## config.mk

```make
export PLATFORM = sky130hd
export DESIGN_NAME = fb_write_arbiter
export DESIGN_NICKNAME = d
export VERILOG_FILES = /design/src/rtl/fb_pkg.sv /design/src/rtl/rr_arb2.sv /design/src/rtl/fb_write_arbiter.sv
export SDC_FILE = /design/constraint.sdc
export NUM_CORES = 1
export LEC_CHECK = 0
export BUFFER_PORTS_ARGS = -buffer_cell sky130_fd_sc_hd__buf_2
export CAP_MARGIN = 20
export CELL_PAD_IN_SITES_DETAIL_PLACEMENT = 0
export CELL_PAD_IN_SITES_GLOBAL_PLACEMENT = 1
export CORE_MARGIN = 3
export CORE_UTILIZATION = 32
export CTS_BUF_LIST = sky130_fd_sc_hd__clkbuf_8 sky130_fd_sc_hd__clkbuf_16
export DETAILED_ROUTE_END_ITERATION = 16
export GPL_ROUTABILITY_DRIVEN = 0
export PLACE_DENSITY_LB_ADDON = 0.1
export SLEW_MARGIN = 20
export SYNTH_ARGS = -nofsm -noshare
export SYNTH_HDL_FRONTEND = slang
export SYNTH_SLANG_ARGS = --single-unit
```

## constraint.sdc

```tcl
create_clock -name CLK -period 4 [get_ports CLK]
set_clock_uncertainty 0.15 [all_clocks]
set_input_delay 0.4 -clock CLK [delete_from_list [all_inputs] [get_ports CLK]]
set_output_delay 0.4 -clock CLK [all_outputs]
set_load 0.02 [all_outputs]
```

## src/rtl/fb_pkg.sv

```systemverilog
// fb_pkg: shared frame-buffer widths, pixel type and write-arbiter state encoding
package fb_pkg;
    localparam int FB_ADDR_W = 10;
    localparam int FB_DATA_W = 24;
    localparam int FB_DEPTH  = 1024;
    typedef logic [FB_DATA_W-1:0] pixel_t;
    typedef enum logic {ST_ARB, ST_CLEAR} arb_state_e;
endpackage

```

## src/rtl/rr_arb2.sv

```systemverilog
// rr_arb2: combinational two-way round-robin grant; last_grant names the loser of a tie
module rr_arb2 (
    input  logic [1:0] valid,
    input  logic       last_grant,
    output logic [1:0] grant
);
    assign grant[0] = valid[0] & (~valid[1] | last_grant);
    assign grant[1] = valid[1] & (~valid[0] | ~last_grant);
endmodule

```

## src/rtl/fb_write_arbiter.sv

```systemverilog
// fb_write_arbiter: round-robin owner of frame-buffer port A with a registered write stage
// FB_WRITE_ARBITER_CLEAR_EN adds the full-buffer clear sweep driven by CLEAR_START/CLEAR_BUSY
module fb_write_arbiter
    import fb_pkg::*;
#(
    parameter int                ADDR_W      = FB_ADDR_W,
    parameter int                DATA_W      = FB_DATA_W,
    parameter int                DEPTH       = FB_DEPTH,
    parameter logic [DATA_W-1:0] CLEAR_COLOR = '0
) (
    input  logic              CLK,
    input  logic              RESET,
    input  logic              REQ0_VALID,
    output logic              REQ0_READY,
    input  logic [ADDR_W-1:0] REQ0_ADDR,
    input  logic [DATA_W-1:0] REQ0_DATA,
    input  logic              REQ1_VALID,
    output logic              REQ1_READY,
    input  logic [ADDR_W-1:0] REQ1_ADDR,
    input  logic [DATA_W-1:0] REQ1_DATA,
    input  logic              CLEAR_START,
    output logic              CLEAR_BUSY,
    output logic              FB_EN,
    output logic              FB_WE,
    output logic [ADDR_W-1:0] FB_ADDR,
    output logic [DATA_W-1:0] FB_DIN
);
    logic [1:0]        grant;
    logic              last_grant;
    logic              arb_en;
    logic              clear_wr;
    logic              xfer;
    logic [ADDR_W-1:0] clear_addr;

    rr_arb2 u_rr_arb2 (
        .valid      ({REQ1_VALID, REQ0_VALID}),
        .last_grant (last_grant),
        .grant      (grant)
    );

    assign REQ0_READY = arb_en & grant[0];
    assign REQ1_READY = arb_en & grant[1];
    assign xfer       = REQ0_READY | REQ1_READY;

`ifdef FB_WRITE_ARBITER_CLEAR_EN
    arb_state_e      state, state_nx;
    logic [ADDR_W:0] cnt, cnt_nx;
    logic            last_cnt;

    // one extra counter bit lets DEPTH reach 2**ADDR_W without the compare aliasing
    assign last_cnt = cnt == (ADDR_W+1)'(DEPTH - 1);

    always_comb begin
        state_nx = state;
        cnt_nx   = cnt;
        if (state == ST_ARB && CLEAR_START)
            state_nx = ST_CLEAR;
        if (state == ST_CLEAR) begin
            state_nx = last_cnt ? ST_ARB : ST_CLEAR;
            cnt_nx   = last_cnt ? '0 : cnt + 1'b1;
        end
    end

    always_ff @(posedge CLK or posedge RESET) begin
        if (RESET) begin
            state <= ST_ARB;
            cnt   <= '0;
        end else begin
            state <= state_nx;
            cnt   <= cnt_nx;
        end
    end

    // a clear request takes the cycle away from both requesters
    assign arb_en     = ~RESET & (state == ST_ARB) & ~CLEAR_START;
    assign clear_wr   = state == ST_CLEAR;
    assign clear_addr = cnt[ADDR_W-1:0];
    assign CLEAR_BUSY = clear_wr;
`else
    logic unused_clear;

    assign unused_clear = CLEAR_START ^ (^CLEAR_COLOR) ^ (DEPTH == 0);
    assign arb_en       = ~RESET;
    assign clear_wr     = 1'b0;
    assign clear_addr   = '0;
    assign CLEAR_BUSY   = 1'b0;
`endif

    always_ff @(posedge CLK or posedge RESET) begin
        if (RESET) begin
            last_grant <= 1'b1;
            FB_EN      <= 1'b0;
            FB_WE      <= 1'b0;
            FB_ADDR    <= '0;
            FB_DIN     <= '0;
        end else begin
            FB_EN <= xfer | clear_wr;
            FB_WE <= xfer | clear_wr;
            if (clear_wr) begin
                FB_ADDR <= clear_addr;
                FB_DIN  <= CLEAR_COLOR;
            end else if (xfer) begin
                FB_ADDR <= REQ1_READY ? REQ1_ADDR : REQ0_ADDR;
                FB_DIN  <= REQ1_READY ? REQ1_DATA : REQ0_DATA;
            end
            if (xfer)
                last_grant <= REQ1_READY;
        end
    end
endmodule

```

Word-level counts from Yosys, hierarchy flattened
Cells that the tools add are included.
{ "totals": {"n_memories": 0, "word_cells": 17, "latchBits": 0, "mem_bits_rw": 0, "regBits": 36, "mem_bits_ro": 0} }
{ "op_classes": {"n_bitwise": 11, "n_reduce_logical": 0, "shifts": 0, "mux": 2, "n_addsub": 0, "n_mul": 0, "div": 0, "magnitude_cmp": 0, "eq_ne": 0} }
{ "ops": {"columns": ["operator", "n"], "rows": [
  ["two-way mux 24 bit", 1],
  ["two-way mux 10 bit", 1],
  ["AND 1 bit", 4],
  ["NOT 1 bit", 4],
  ["bitwise OR 1 bit", 3]
]} }

Longest topological paths before layout
{ "logic_depth": {"ltp_word": 5, "mapped_depth": 5} }

By module
A second synthesis with hierarchy kept.
{ "hier_totals": {"cells_unflattened": 171, "area_unflattened_um2": 1762.9} }
{ "modules_own_cells": {"columns": ["mod", "area_each_um2", "seq_area_each_um2", "instances", "cells_each"], "rows": [
  ["fb_write_arbiter", 1744.2, 902.1, 1, 168],
  ["rr_arb2", 18.8, 0.0, 1, 3]
]} }

Worst setup path before layout
Ideal clock, no wire load.
{ "synth_timing": {"path_kind": "input-to-output", "startpoint": "in RESET", "endpoint": "out REQ1_READY", "n_path_buf": 2, "arrival_time_ns": 1.123, "cell_stages": 4, "required_time_ns": 3.450, "path_slack_ns": 2.327, "path_cell_list": "nand2b_1 > buf_2 > buf_4 > nor2_1"} }
{ "synth_via": {"elab_chain_cells": 2} }
{ "synth_rtl": {"columns": ["item", "line", "rtl"], "rows": [
  ["start: declaration", "fb_write_arbiter.sv:12", "input logic RESET,"],
  ["NOT 1 bit", "fb_write_arbiter.sv:83", "assign arb_en = ~RESET;"],
  ["AND 1 bit", "fb_write_arbiter.sv:42", "assign REQ1_READY = arb_en & grant[1];"],
  ["end: declaration", "fb_write_arbiter.sv:18", "output logic REQ1_READY,"]
]} }
Every way passes these cells.

Final worst setup path
{ "layout_timing": {"startpoint": "reg last_grant", "endpoint": "out REQ1_READY"} }
{ "layout_via": {"elab_chain_cells": 4} }
{ "layout_rtl": {"columns": ["item", "line", "rtl"], "rows": [
  ["start: declaration", "fb_write_arbiter.sv:29", "logic last_grant;"],
  ["start signal: assignment", "fb_write_arbiter.sv:91", "last_grant <= 1'b1;"],
  ["start signal: assignment", "fb_write_arbiter.sv:107", "last_grant <= REQ1_READY;"],
  ["NOT 1 bit", "rr_arb2.sv:8", "assign grant[1] = valid[1] & (~valid[0] | ~last_grant);"],
  ["bitwise OR 1 bit", "rr_arb2.sv:8", null],
  ["AND 1 bit", "rr_arb2.sv:8", null],
  ["AND 1 bit", "fb_write_arbiter.sv:42", null]
]} }
Every way passes these cells.

==> impl_metrics.json <==
{
  "die_area_mm2": 0.00673,
  "syn-num-nets": 283,
  "wl_mm": 5.65,
  "fin_crit_sh": 0.559,
  "grt_pass1_vias": 1787,
  "hold_violations": 0,
  "worst_pin_slew_ns": 0.801,
  "syn_inst": 210,
  "cp-end-kind": "primary output",
  "layout_commonest_cell": "buf_2",
  "crit_arrival_ns": 1.69,
  "hold_path.class": "primary input to asynchronous set/reset pin",
  "nets": 380,
  "yosys_warnings": 0,
  "cts_hold_buf": 0,
  "start_util": 0.334,
  "htreeDepth": 2,
  "timing.rr.end": "FB_DIN[3]$_DFFE_PP0P_",
  "grt_max_degree": 40,
  "die_w_um": 82.0,
  "synth_area_per_cell_um2": 8.81,
  "drc_errors": 0,
  "clock.fmax_ghz": 0.447,
  "crit_type": "flip-flop to primary output",
  "synth-seq-cells": 36,
  "tritoncts": "yes",
  "track_usage": 0.169,
  "dpl.hpwl_mm": 3.93,
  "required_ns": 3.45,
  "synth_area_mm2": 0.00185,
  "cts_buffer_depth": 2,
  "wire_per_inst_um": 14.9,
  "ios": 112,
  "setup_viol": 0,
  "coreArea_mm2": 0.00554,
  "timing.rr.start": "last_grant$_DFFE_PP1P_",
  "drt-initial-drc-count": 100,
  "cts_num_sinks": 36,
  "vdd_drop_max_mv": 0.196,
  "rsz0062_at_grt": "false",
  "synth_cell_type_count": 19,
  "power.total_mw": 0.979,
  "cts_resized": 0,
  "cts-buffers-inserted": 5,
  "num_vias": 1893,
  "ys_seq_area_frac": 0.488,
  "antenna_found_initial": 0,
  "fp.dieH_um": 82.0,
  "grt_pass1_wl_mm": 8.67,
  "r2r_cells": 4,
  "via_per_inst": 4.99,
  "slew_headroom": 0.464,
  "grt_overflow": 0,
  "syn2layout_area_growth_pct": 30.4,
  "port_buffers": 109,
  "row_count": 27,
  "worst-path-max-fanout": 17,
  "power_density_mw_per_mm2": 406,
  "tns_ns": 0,
  "drtPass1Iterations": 4,
  "final_antenna_net_count": 0,
  "post_cts_buffers": 0,
  "fillers": 615,
  "cts-root-buf": "clkbuf_8",
  "drive_gt1_frac": 0.404,
  "worst_setup_path_start_kind": "flip-flop",
  "drv_cap": 0,
  "mostFrequentLayoutCells": "buf_2 (109), dfrtp_1 (35), nor2_1 (35)",
  "clk_pin_slew_ns": 0.07,
  "p_leak_nw": 1.11,
  "antennaDiodeCount": 0,
  "maxSlewViolCount": 0,
  "run_status": "complete, no violations",
  "insertion_delay_ns": 0.28,
  "period_needed_ns": 2.24,
  "r2r_setup_slack_ns": 1.93
}
## registers in the layout, indices dropped and copies added (netlist names)
| name | flops |
|---|---|
| FB_WE | 1 |
| FB_DIN | 24 |
| FB_ADDR | 10 |
| last_grant | 1 |
## per-layer routing
metal  up-vias  share of wire  wire, µm  track usage
li1        936              -         -            -
met1       881           0.46      2590        0.222
met2        70           0.46      2590        0.271
met3         6          0.072       404       0.0471
met4         0          0.011        64       0.0465
met5         -              0         0            0
## stage by stage
step / utilization / hold WS [ns] / instance area [µm²] / setup WS, ns / instances
final: 0.435 / 0.105 / 2410 / 1.76 / 379
after global routing: 0.435 / 0.148 / 2410 / 1.63 / 379
after CTS: 0.435 / 0.124 / 2410 / 1.74 / 379
after detailed placement: 0.421 / 0.337 / 2330 / 1.87 / 372
after global placement: 0.421 / 0.329 / 2330 / 1.88 / 372
after floorplan: - / 0.313 / 1850 / 2.33 / 210
## final cells by class
cell class	instances	area (µm²)	area share
clock inverter	2	8.76	0.00363
inverter	2	7.51	0.00311
multi-input combinational	147	743	0.308
sequential	36	902	0.374
tap	72	90.1	0.0374
timing repair buffer	115	591	0.245
clock buffer	5	68.8	0.0285
## worst max path at each step
stage               slack [ns]                   start  cells after the start                endpoint
floorplan                 2.33                   RESET                      4              REQ1_READY
global placement          1.88                   RESET                      5  FB_ADDR[0]$_DFFE_PP0P_
detailed placement        1.87              REQ1_VALID                      5   FB_DIN[3]$_DFFE_PP0P_
CTS                       1.74  last_grant$_DFFE_PP1P_                      3              REQ1_READY
global route              1.63  last_grant$_DFFE_PP1P_                      3              REQ1_READY
finish                    1.76  last_grant$_DFFE_PP1P_                      3              REQ1_READY
## kinds of logic (layout without fill, tap and decap cells)
kind of cell	after synthesis	in the layout	synth area share
AND/OR/NAND/NOR	75	75	0.181
AO/OA/AOI/OAI	71	71	0.218
flip-flops	36	36	0.488
buffers and inverters	27	124	0.112
other	1	1	0.00203
## worst max-delay path, cell delays in order (launching register included)
cell,delay [ns]
dfstp_2,0.56
and2_1,0.59
nor2_1,0.07
buf_2,0.19
## cells in the mapped netlist, drive strengths merged
| library cell | instances | area, µm² |
|---|---|---|
| nand3 | 34 | 170 |
| nand2 | 2 | 7.51 |
| a21oi | 1 | 5.00 |
| conb | 1 | 3.75 |
| dfstp | 1 | 26.3 |
| o21ai | 35 | 175 |
| a31oi | 34 | 213 |
| nand2b | 2 | 12.5 |
| o21ba | 1 | 10.0 |
| dfrtp | 35 | 876 |
| and2 | 1 | 6.26 |
| buf | 25 | 199 |
| nor2 | 35 | 131 |
| inv | 2 | 7.51 |
| nor2b | 1 | 6.26 |
## where the power goes
part           internal (mW)  switching (mW)  leakage [nW]
clock network          0.116           0.124        0.0452
registers              0.417          0.0274         0.403
logic                  0.106           0.189         0.666
total                  0.639           0.340          1.11
No activity file was read; power rests on OpenSTA's default activity.
